`src/rtl/if_fetch_slice.sv`:
```
`default_nettype none
// if_fetch_slice: instruction-fetch stage with imem req/rdy handshake, stall hold and redirect discard.
// Optional IF_HALT_DETECT_EN: stop fetching after presenting HALT_INSTR. Rev 1.0
module if_fetch_slice #(
  parameter logic [15:0] RESET_PC   = 16'h0000,
  parameter logic [15:0] NOP_INSTR  = 16'hF000,
  parameter logic [15:0] HALT_INSTR = 16'hFFFF
) (
  input  logic        clk,
  input  logic        rst,
  input  logic        stall,
  input  logic        redirect,
  input  logic [15:0] redirect_pc,
  output logic        imem_req,
  output logic [15:0] imem_addr,
  input  logic        imem_rdy,
  input  logic [15:0] imem_data,
  output logic [15:0] PC_inc,
  output logic [15:0] instr,
  output logic        halted
);

  typedef enum logic [1:0] {
    S_REQ  = 2'd0,
    S_HOLD = 2'd1,
    S_DROP = 2'd2,
    S_HALT = 2'd3
  } state_t;

  state_t      r_state;
  logic [15:0] r_pc;
  logic [15:0] r_hold;
  logic [15:0] r_hold_pc;
  logic [15:0] r_tgt;
  logic [15:0] w_pc_inc;
  logic [15:0] w_hold_pc_inc;
  logic        w_halt_en;

`ifdef IF_HALT_DETECT_EN
  assign w_halt_en = 1'b1;
  assign halted    = (r_state == S_HALT);
`else
  assign w_halt_en = 1'b0;
  assign halted    = 1'b0;
`endif

  assign w_pc_inc      = r_pc + 16'd1;
  assign w_hold_pc_inc = r_hold_pc + 16'd1;

  always_ff @(posedge clk) begin
    if (rst) begin
      r_state   <= S_REQ;
      r_pc      <= RESET_PC;
      r_hold    <= NOP_INSTR;
      r_hold_pc <= RESET_PC;
      r_tgt     <= RESET_PC;
    end else begin
      case (r_state)
        S_REQ: begin
          if (redirect) begin
            // Without a response the request stays outstanding and must be drained.
            if (imem_rdy) begin
              r_pc <= redirect_pc;
            end else begin
              r_tgt   <= redirect_pc;
              r_state <= S_DROP;
            end
          end else if (imem_rdy) begin
            if (stall) begin
              r_hold    <= imem_data;
              r_hold_pc <= r_pc;
              r_state   <= S_HOLD;
            end else begin
              r_pc <= w_pc_inc;
              if (w_halt_en && (imem_data == HALT_INSTR))
                r_state <= S_HALT;
            end
          end
        end
        S_HOLD: begin
          if (redirect) begin
            r_pc    <= redirect_pc;
            r_state <= S_REQ;
          end else if (!stall) begin
            r_pc    <= w_hold_pc_inc;
            r_state <= (w_halt_en && (r_hold == HALT_INSTR)) ? S_HALT : S_REQ;
          end
        end
        S_DROP: begin
          if (redirect)
            r_tgt <= redirect_pc;
          if (imem_rdy) begin
            r_pc    <= redirect ? redirect_pc : r_tgt;
            r_state <= S_REQ;
          end
        end
        S_HALT: begin
          r_state <= S_HALT;
        end
        default: begin
          r_state <= S_REQ;
        end
      endcase
    end
  end

  always_comb begin
    imem_req  = 1'b0;
    imem_addr = r_pc;
    instr     = NOP_INSTR;
    PC_inc    = w_pc_inc;
    if (rst) begin
      PC_inc = 16'h0000;
    end else begin
      case (r_state)
        S_REQ: begin
          imem_req = 1'b1;
          if (imem_rdy && !stall && !redirect)
            instr = imem_data;
        end
        S_HOLD: begin
          if (!redirect) begin
            instr  = r_hold;
            PC_inc = w_hold_pc_inc;
          end
        end
        S_DROP: begin
          imem_req = 1'b1;
        end
        default: begin
          imem_req = 1'b0;
        end
      endcase
    end
  end

  // A response strobe is only meaningful against an outstanding request.
  a_rdy_needs_req: assert property (@(posedge clk) disable iff (rst) imem_rdy |-> imem_req);

endmodule
`default_nettype wire

```
`config.mk`:
```
export PLATFORM = sky130hd
export DESIGN_NAME = if_fetch_slice
export DESIGN_NICKNAME = d
export VERILOG_FILES = /design/src/rtl/if_fetch_slice.sv
export SDC_FILE = /design/constraint.sdc
export NUM_CORES = 1
export LEC_CHECK = 0
export CAP_MARGIN = 0
export CORE_MARGIN = 8
export CORE_UTILIZATION = 53
export DETAILED_ROUTE_END_ITERATION = 7
export DONT_BUFFER_PORTS = 1
export HOLD_SLACK_MARGIN = 0.08
export PLACE_DENSITY = 0.66
export RECOVER_POWER = 50
export SYNTH_ARGS = -nofsm -noshare
export SYNTH_HDL_FRONTEND = slang
export SYNTH_SLANG_ARGS = --single-unit
```
`constraint.sdc`:
```
create_clock -name clk -period 3.6 [get_ports clk]
set_input_delay 0.36 -clock clk [delete_from_list [all_inputs] [get_ports clk]]
set_output_delay 0.36 -clock clk [all_outputs]
set_load 0.01 [all_outputs]
```
After elaboration in Yosys (flattened, before gate mapping)
Cells that the tools add are included.

Logic and storage cells: 61. Output and inout bits: 50. Bits in registers: 66. Input port bits: 37.

Add/sub/neg operators: 2. Multiplexer cells: 29. Equal/unequal tests: 12. Bitwise operators: 1. Reductions and logical operators: 12.

Operators with widths (number): 16-bit two-way mux (16); 16-bit case mux with 2 select lines (2); 16-bit case mux with 3 select lines (1); 16-bit by 1-bit adder with 16-bit output, second input constant (2); 3-bit != test, second input constant (5); 2-bit two-way mux (7); 5-bit AND reduction (2); 2-bit != test, second input constant (4); 2-bit case mux with 4 select lines (1); 2-bit == test, second input constant (2); 4-bit AND reduction (1); 3-bit AND reduction (1); 3-bit nonzero test (1); 2-bit by 1-bit == test with 1-bit output, second input constant (1); 1-bit logical AND (2); 1-bit logical NOT (2); 2-bit logical NOT (1); 1-bit two-way mux (2); 2-bit nonzero test (1); 2-bit OR reduction (1); 1-bit inverter (1).

Logic depth before layout (Yosys ltp)
Gate-level depths: netlist of the first run.

Depth in word-level cells: 6. Gate-level depth with buffers: 10. Gate-level depth less buffers: 7.

Worst setup path after synthesis of the first run
No wires, ideal clock.

Path type: register to output. Start point: register r_state[1]. End point: output port PC_inc[4]. Required time: 3.240 ns. Path buffers: 3. Slack: 1.463 ns. Data arrival time: 1.777 ns. Cell stages (with the launch flop): 9. Cell sequence: dfxtp_1 > inv_1 > ha_1 > clkbuf_1 > nor2b_1 > clkbuf_1 > buf_2 > nor2_1 > a211oi_1.

Word-level cells in the longest chain between the ends: 3.

RTL lines: start: declaration (RTL line 30) `state_t r_state;`; start signal: assignment (RTL line 86) `r_state <= (w_halt_en && (r_hold == HALT_INSTR)) ? S_HALT : S_REQ;`; 2-bit by 1-bit == test with 1-bit output (RTL line 115) `case (r_state)`; 16-bit two-way mux (RTL line 115); 16-bit two-way mux (RTL line 112) `if (rst) begin`; end: declaration (RTL line 18) `output logic [15:0] PC_inc,`.

No other way between the ends.

Worst setup path after layout of the first run
Start point: register r_pc[0] (netlist: imem_addr[0]). End point: output port PC_inc[10].

Word-level cells in the longest chain between the ends: 4.

RTL lines: start: declaration (RTL line 31) `logic [15:0] r_pc;`; start signal: assignment (RTL line 63) `r_pc <= redirect_pc;`; start signal: assignment (RTL line 74) `r_pc <= w_pc_inc;`; start signal: assignment (RTL line 82) `r_pc <= redirect_pc;`; 16-bit by 1-bit adder with 16-bit output * (RTL line 47) `assign w_pc_inc = r_pc + 16'd1;`; 16-bit two-way mux (RTL line 122) `if (!redirect) begin`; 16-bit two-way mux * (RTL line 115); 16-bit two-way mux * (RTL line 112).

Mark *: on every way between the ends. The rest lies on a longest branch, timed or not.

==> results by group, run 1 <==
Timing
  • Worst slew pin tran: 1380 ps
  • Endpoints failing hold: 0
  • Period utilization: 88.6%
  • Maximum clock rate: 0.314 GHz
  • Tmin final: 3190 ps
  • Slew HR: 8.10%
  • Clock skew: 7.08 ps
  • TNS Setup: 0 ps
  • # setup viols final: 0
  • Slew Viols, Final: 0
  • RSZ-0062 raised after global routing: false

Worst hold path
  • Type of the tightest min-delay check: input pin to flop

Place
  • RD Place Congestion: 0.858
  • DPL Wire Length: 8.68 mm
  • Inst Count DP: 628
  • Number of port buffers: 0

Finish
  • Filler cells: 758
  • Fraction of layout cells with a size suffix above 1: 6.96%
  • Multi-input combinational cell area: 2630 um^2
  • Fin nets: 584
  • Final std cells w/o fill: 648
  • Storage cell area: 1320 um^2
  • Final core occ: 57.0%
  • Area grow syn2layout: 4.18%
  • Ant. Diodes: 0

Synth
  • Mapped Avg Cell Area: 7.55 um^2
  • Mapped cell area: 4250 um^2
  • Post-synth top flop: dfxtp_1
  • Synth warn: 0
  • Synth unique cells: 63
  • Post-synthesis async set-or-reset flop share: 0%
  • Seq/Total Area, Yosys: 31.1%
  • Register bit total from synthesis: 66
  • Post-synth EDFFs: 0
  • Cells after Synth: 563
  • Post-synthesis net count: 606

Die
  • IO Pins: 87
  • Die span in y: 106 um
  • Core area: 7770 um^2
  • Die Wd: 106 um
  • Initial core utilization: 54.7%
  • # rows: 32
  • Die footprint: 11100 um^2

Power
  • Share of total power in sequential cells: 43.3%
  • Pwr dens: 475 nW/um^2
  • Net Sw Frac: 36.9%
  • Sw power: 775 uW
  • VDD IR max: 0.275 mV
  • Logic gate share of total power: 27.5%
  • Tot Pwr: 2100 uW
  • Static Leakage: 0.00159 uW
  • Int Pwr: 1330 uW
  • Clock share of power: 29.2%

Critical path
  • CP Max Fanout: 8
  • Crit Path Class: flop to primary output
  • Worst Path Required: 3240 ps
  • Worst setup SP type: flop
  • Kind of end point of the critical path: primary output
  • CP Data Arrival Time: 2830 ps

Route
  • ANT nets after route: 0
  • Final wirelength: 13.0 mm
  • Residual DRC: 0
  • Wire length per cell: 20.1 um
  • Via density: 6.51
  • 1st-pass router iterations: 5
  • 1st-iter DRT viols: 319
  • Vias: 4216

CTS
  • Number of CTS-inserted buffers: 9
  • Clock buffer depth: 2
  • Clk slew on worst S/H paths: 70 ps
  • Htree depth: 3
  • Number of gates resized after CTS: 0
  • Sink Count: 66
  • Worst-Skew Late Latency: 350 ps
  • CTS tree: yes
  • CTS Hold Bufs: 2
  • Post-CTS Setup Inserts: 0
  • Clock Tree Root: clkbuf_8

Global route
  • First-pass GRT wire length: 20.4 mm
  • Antenna violations before repair: 0
  • Largest net degree at the start of global routing: 65
  • Vias in the first global route: 3881
  • GRT Util Overall: 22.5%
  • Total global routing overflow: 0

Flow run
  • Max_cap viols: 0

Status
  • Status: completed
-- critical path: stages (launching register included) --
cell	delay, ps
dfxtp_1	310
clkbuf_1	430
ha_1	290
nand3_1	350
nor3_1	350
xor2_1	240
nor2_1	60
a211oi_1	450
-- state kept, by name, summed over array words and instances (netlist names) --
name / flops
r_hold_pc: 16
r_state: 2
r_tgt: 16
imem_addr: 16
r_hold: 16
-- power by group through the flow --
stage / clock network [uW] / logic, uW / registers (uW)
2_1_floorplan: 0 / 475 / 896
3_3_place_gp: 0 / 554 / 924
3_5_place_dp: 0 / 560 / 929
4_1_cts: 622 / 574 / 912
5_1_grt: 657 / 630 / 923
6_report: 614 / 578 / 911
-- cell usage after synthesis, types with 3 or more instances --
cell / number / area share, %
nor2_1: 67 / 5.9
a211oi_1: 17 / 3.0
o31a_1: 4 / 0.82
clkbuf_1: 26 / 2.3
inv_1: 14 / 1.2
o21a_1: 11 / 1.9
xor2_1: 11 / 2.3
nor3_1: 12 / 1.4
dfxtp_1: 66 / 31
a21oi_1: 50 / 5.9
nand2_1: 91 / 8.0
a311o_1: 3 / 0.71
ha_1: 6 / 1.8
o221ai_1: 9 / 1.9
nand4_1: 4 / 0.59
nor4_1: 7 / 1.0
o21ai_0: 21 / 2.5
a22oi_1: 12 / 2.1
buf_2: 10 / 1.2
buf_6: 3 / 0.79
mux2i_1: 17 / 4.0
nor2b_1: 6 / 0.88
a311oi_1: 5 / 1.0
xnor2_1: 13 / 2.7
nand2b_1: 4 / 0.59
buf_4: 5 / 0.88
nand3_1: 18 / 2.1
-- cell usage in the layout (no fill, tap or decap), drive strengths merged, types with 2 or more instances in the layout --
cell	Yosys	final
a211oi	17	17
a21oi	50	50
a221oi	2	2
a22oi	12	12
a2bb2oi	2	2
a311o	3	3
a311oi	5	5
a31oi	2	2
and3	2	2
buf	19	7
clkbuf	29	15
clkinv	0	4
dfxtp	66	66
dlygate4sd3	0	3
ha	6	6
inv	14	14
mux2	2	2
mux2i	17	17
nand2	91	91
nand2b	4	4
nand3	19	19
nand4	8	8
nor2	67	67
nor2b	6	6
nor3	12	12
nor4	10	10
o2111ai	2	2
o21a	11	11
o21ai	22	22
o221a	2	2
o221ai	9	9
o31a	5	5
o31ai	2	2
o32ai	3	3
or3	2	2
or4	2	2
xnor2	13	13
xor2	11	11
-- final cells by class --
type	instances	area share, %
multi-input combinational	435	59.3
sequential	66	29.8
clock buffer	10	2.88
tap	102	2.88
timing repair buffer	15	2.57
clock inverter	6	1.30
inverter	14	1.19
-- kinds of logic after synthesis --
kind of cell	synth area share, %
adder cells (fa/ha/maj)	1.77
AO/OA/AOI/OAI	25.7
other	0.0882
XOR/XNOR	4.95
flip-flops	31.1
multiplexers	4.53
buffers and inverters	6.95
AND/OR/NAND/NOR	25.0
-- routing by layer --
layer  wire (um)  global-route usage (%)  vias up
li1            -                       -     1969
met1        5420                    27.2     2026
met2        6080                    36.8      193
met3        1240                    6.39       28
met4         252                    8.84        0
met5           0                       0        -
-- per-stage QoR --
step	setup WS [ps]	hold WS (ps)	area, um^2
finish	412	120	4430
global route	206	87.3	4430
CTS	627	80.3	4440
detailed placement	1010	439	4220
global placement	1110	436	4220
floorplan	1460	435	4250
-- path summary, 6_finish.rpt --
kind,slack [ps],endpoint,from,cells after the start
worst max-delay path,410,PC_inc[10],imem_addr[0]$_SDFFE_PP0P_,7
worst min-delay path,120,r_hold_pc[13]$_SDFFE_PP0P_,rst,1
worst min register to register,460,r_hold[0]$_SDFFE_PP0P_,r_hold[0]$_SDFFE_PP0P_,2
worst max register to register,430,imem_addr[5]$_SDFFE_PP0P_,r_state[1]$_SDFFE_PP0P_,9
(Power assumes the default switching activity.)
==> run 2: changes to the inputs <==
==> constraint.sdc (replaced) <==
create_clock -name clk -period 3.9 [get_ports clk]
set_input_delay 0.39 -clock clk [delete_from_list [all_inputs] [get_ports clk]]
set_output_delay 0.39 -clock clk [all_outputs]
set_load 0.01 [all_outputs]
==> run 2 against run 1 <==
  * Non-clock buffer count fell by 5
  * Utilization fell by 0.14 points
  * Count of clock-buffer cells in the layout rose by 1
  * Worst hold slack got worse by 8.8 ps
  * Via count fell by 1.6%
  * Clock skew rose by 5.7 ps
  * Final area fell by 0.25%
  * Critical path type unchanged
==> results by group, run 2 (synthesized netlist as in run 1, its figures left out) <==
Status
  • Status: completed (unchanged)

Timing
  • Maximum clock rate: 0.317 GHz
  • Slew HR: 11.3% (was 8.10%)
  • RSZ-0062 raised after global routing: false (unchanged)
  • Endpoints failing hold: 0 (unchanged)
  • Worst slew pin tran: 1330 ps (was 1380 ps)
  • TNS Setup: 0 ps (unchanged)
  • Slew Viols, Final: 0 (unchanged)
  • Period utilization: 80.8%
  • Tmin final: 3150 ps
  • # setup viols final: 0 (unchanged)
  • Clock skew: 12.8 ps (was 7.08 ps)

Route
  • Wire length per cell: 19.5 um (was 20.1 um)
  • ANT nets after route: 0 (unchanged)
  • 1st-iter DRT viols: 335 (was 319)
  • Final wirelength: 12.6 mm (was 13.0 mm)
  • 1st-pass router iterations: 5 (unchanged)
  • Via density: 6.45 (was 6.51)
  • Residual DRC: 0 (unchanged)
  • Vias: 4147 (was 4216)

CTS
  • CTS tree: yes (unchanged)
  • Post-CTS Setup Inserts: 0 (unchanged)
  • Worst-Skew Late Latency: 350 ps (about the same)
  • Clk slew on worst S/H paths: 80 ps (was 70 ps)
  • CTS Hold Bufs: 0 (was 2)
  • Clock buffer depth: 2 (unchanged)
  • Htree depth: 3 (unchanged)
  • Number of CTS-inserted buffers: 9 (unchanged)
  • Clock Tree Root: clkbuf_8 (unchanged)
  • Number of gates resized after CTS: 0 (unchanged)
  • Sink Count: 66 (unchanged)

Worst hold path
  • Type of the tightest min-delay check: input pin to flop (unchanged)
  • Hold_sp: rst (unchanged)
  • Hold Crit Depth: 1 (unchanged)
  • Hold path endpoint: r_hold[8]$_SDFFE_PP0P_ (was r_hold_pc[13]$_SDFFE_PP0P_)

Global route
  • Largest net degree at the start of global routing: 97 (was 65)
  • Total global routing overflow: 0 (unchanged)
  • First-pass GRT wire length: 20.4 mm (about the same)
  • GRT Util Overall: 22.3% (was 22.5%)
  • Vias in the first global route: 3870 (was 3881)
  • Antenna violations before repair: 0 (unchanged)

Finish
  • Ant. Diodes: 0 (unchanged)
  • Filler cells: 738 (was 758)
  • Final std cells w/o fill: 643 (was 648)
  • Area grow syn2layout: 3.92% (was 4.18%)
  • Fraction of layout cells with a size suffix above 1: 7.02% (was 6.96%)
  • Commonest non-fill, non-tap cell in the layout: nand2_1 (unchanged)
  • Commonest non-fill, non-tap cells in the layout: 91 x nand2_1, 67 x nor2_1, 66 x dfxtp_1 (unchanged)
  • Fin nets: 579 (was 584)

Critical path
  • Worst Path Required: 3510 ps (was 3240 ps)
  • CP Data Arrival Time: 2760 ps (was 2830 ps)
  • FF-to-FF End: r_tgt[10]$_SDFFE_PP0P_ (was imem_addr[5]$_SDFFE_PP0P_)
  • Reg2reg path depth: 7 (was 9)
  • Crit Path Class: flop to primary output (unchanged)
  • CP Max Fanout: 19 (was 8)
  • Worst setup SP type: flop (unchanged)
  • Worst-path cell chain: inv_1, ha_1, clkbuf_1, nand2_1, a211oi_1 (was clkbuf_1, ha_1, nand3_1, nor3_1, xor2_1, nor2_1, a211oi_1)
  • Bufs and invs on worst path: 2 (was 1)
  • Worst reg2reg setup slack: 850 ps (was 430 ps)
  • Levels on crit path: 5 (was 7)
  • Worst reg2reg startpoint: r_state[0]$_SDFFE_PP0P_ (was r_state[1]$_SDFFE_PP0P_)
  • Crit path max-delay family: buffers and inverters (was simple AND/OR/NAND/NOR gates)
  • Worst path slowest cell: clkbuf_1 (was a211oi_1)
  • Kind of end point of the critical path: primary output (unchanged)
  • Crit path largest cell delay: 740 ps (was 450 ps)

Power
  • Static Leakage: 0.00158 uW (was 0.00159 uW)
  • VDD IR max: 0.254 mV (was 0.275 mV)
  • Pwr dens: 455 nW/um^2 (was 475 nW/um^2)

Die
  • Die Wd: 106 um (unchanged)
  • Die span in y: 106 um (unchanged)
  • IO Pins: 87 (unchanged)
  • Core area: 7770 um^2 (unchanged)
  • Initial core utilization: 54.7% (unchanged)
  • # rows: 32 (unchanged)
  • Die footprint: 11100 um^2 (unchanged)

Place
  • RD Place Congestion: 0.828 (was 0.858)
  • Inst Count DP: 627 (was 628)
  • Number of port buffers: 0 (unchanged)
  • DPL Wire Length: 8.56 mm (was 8.68 mm)

Flow run
  • Max_cap viols: 0 (unchanged)
[run 2: cell type report]
| type | count | area, um^2 | area share, % |
|---|---|---|---|
| Multi-Input combinational cell | 435 | 2630 | 59.6 |
| Sequential cell | 66 | 1320 | 29.9 |
| Clock buffer | 11 | 141 | 3.20 |
| Tap cell | 102 | 128 | 2.89 |
| Clock inverter | 5 | 77.6 | 1.76 |
| Timing Repair Buffer | 10 | 63.8 | 1.44 |
| Inverter | 14 | 52.6 | 1.19 |
[run 2: worst max path at each step]
stage	startpoint	endpoint	slack [ps]
3_3_place_gp	r_state[0]$_SDFFE_PP0P_	instr[0]	1380
2_1_floorplan	r_state[1]$_SDFFE_PP0P_	PC_inc[4]	1730
5_1_grt	r_state[1]$_SDFFE_PP0P_	PC_inc[15]	520
6_report	r_state[1]$_SDFFE_PP0P_	PC_inc[15]	750
4_1_cts	r_state[0]$_SDFFE_PP0P_	instr[0]	840
3_5_place_dp	r_state[0]$_SDFFE_PP0P_	instr[0]	1230
[run 2: through the flow]
step | util, % | setup WS, ps | total power (uW) | area [um^2] | hold WS, ps
floorplan | - | 1730 | 1270 | 4250 | 435
global placement | 54.2 | 1380 | 1360 | 4210 | 438
detailed placement | 54.2 | 1230 | 1370 | 4210 | 440
CTS | 57.1 | 843 | 2020 | 4430 | 91.2
global route | 56.9 | 520 | 2110 | 4420 | 91.9
finish | 56.9 | 748 | 2010 | 4420 | 111
[run 2: power by group]
group          internal (uW)  switching, uW  total [uW]
Combinational            194            313         508
Sequential               735            111         846
Clock                    376            280         655
[run 2: routing by layer]
layer	part of all wire, %	wire length (um)	global-route usage (%)	up-vias
li1	-	-	-	1958
met1	42	5260	27.8	1973
met2	46	5800	35.4	183
met3	9.3	1170	5.91	33
met4	2.5	320	9.65	0
met5	0	0	0	-
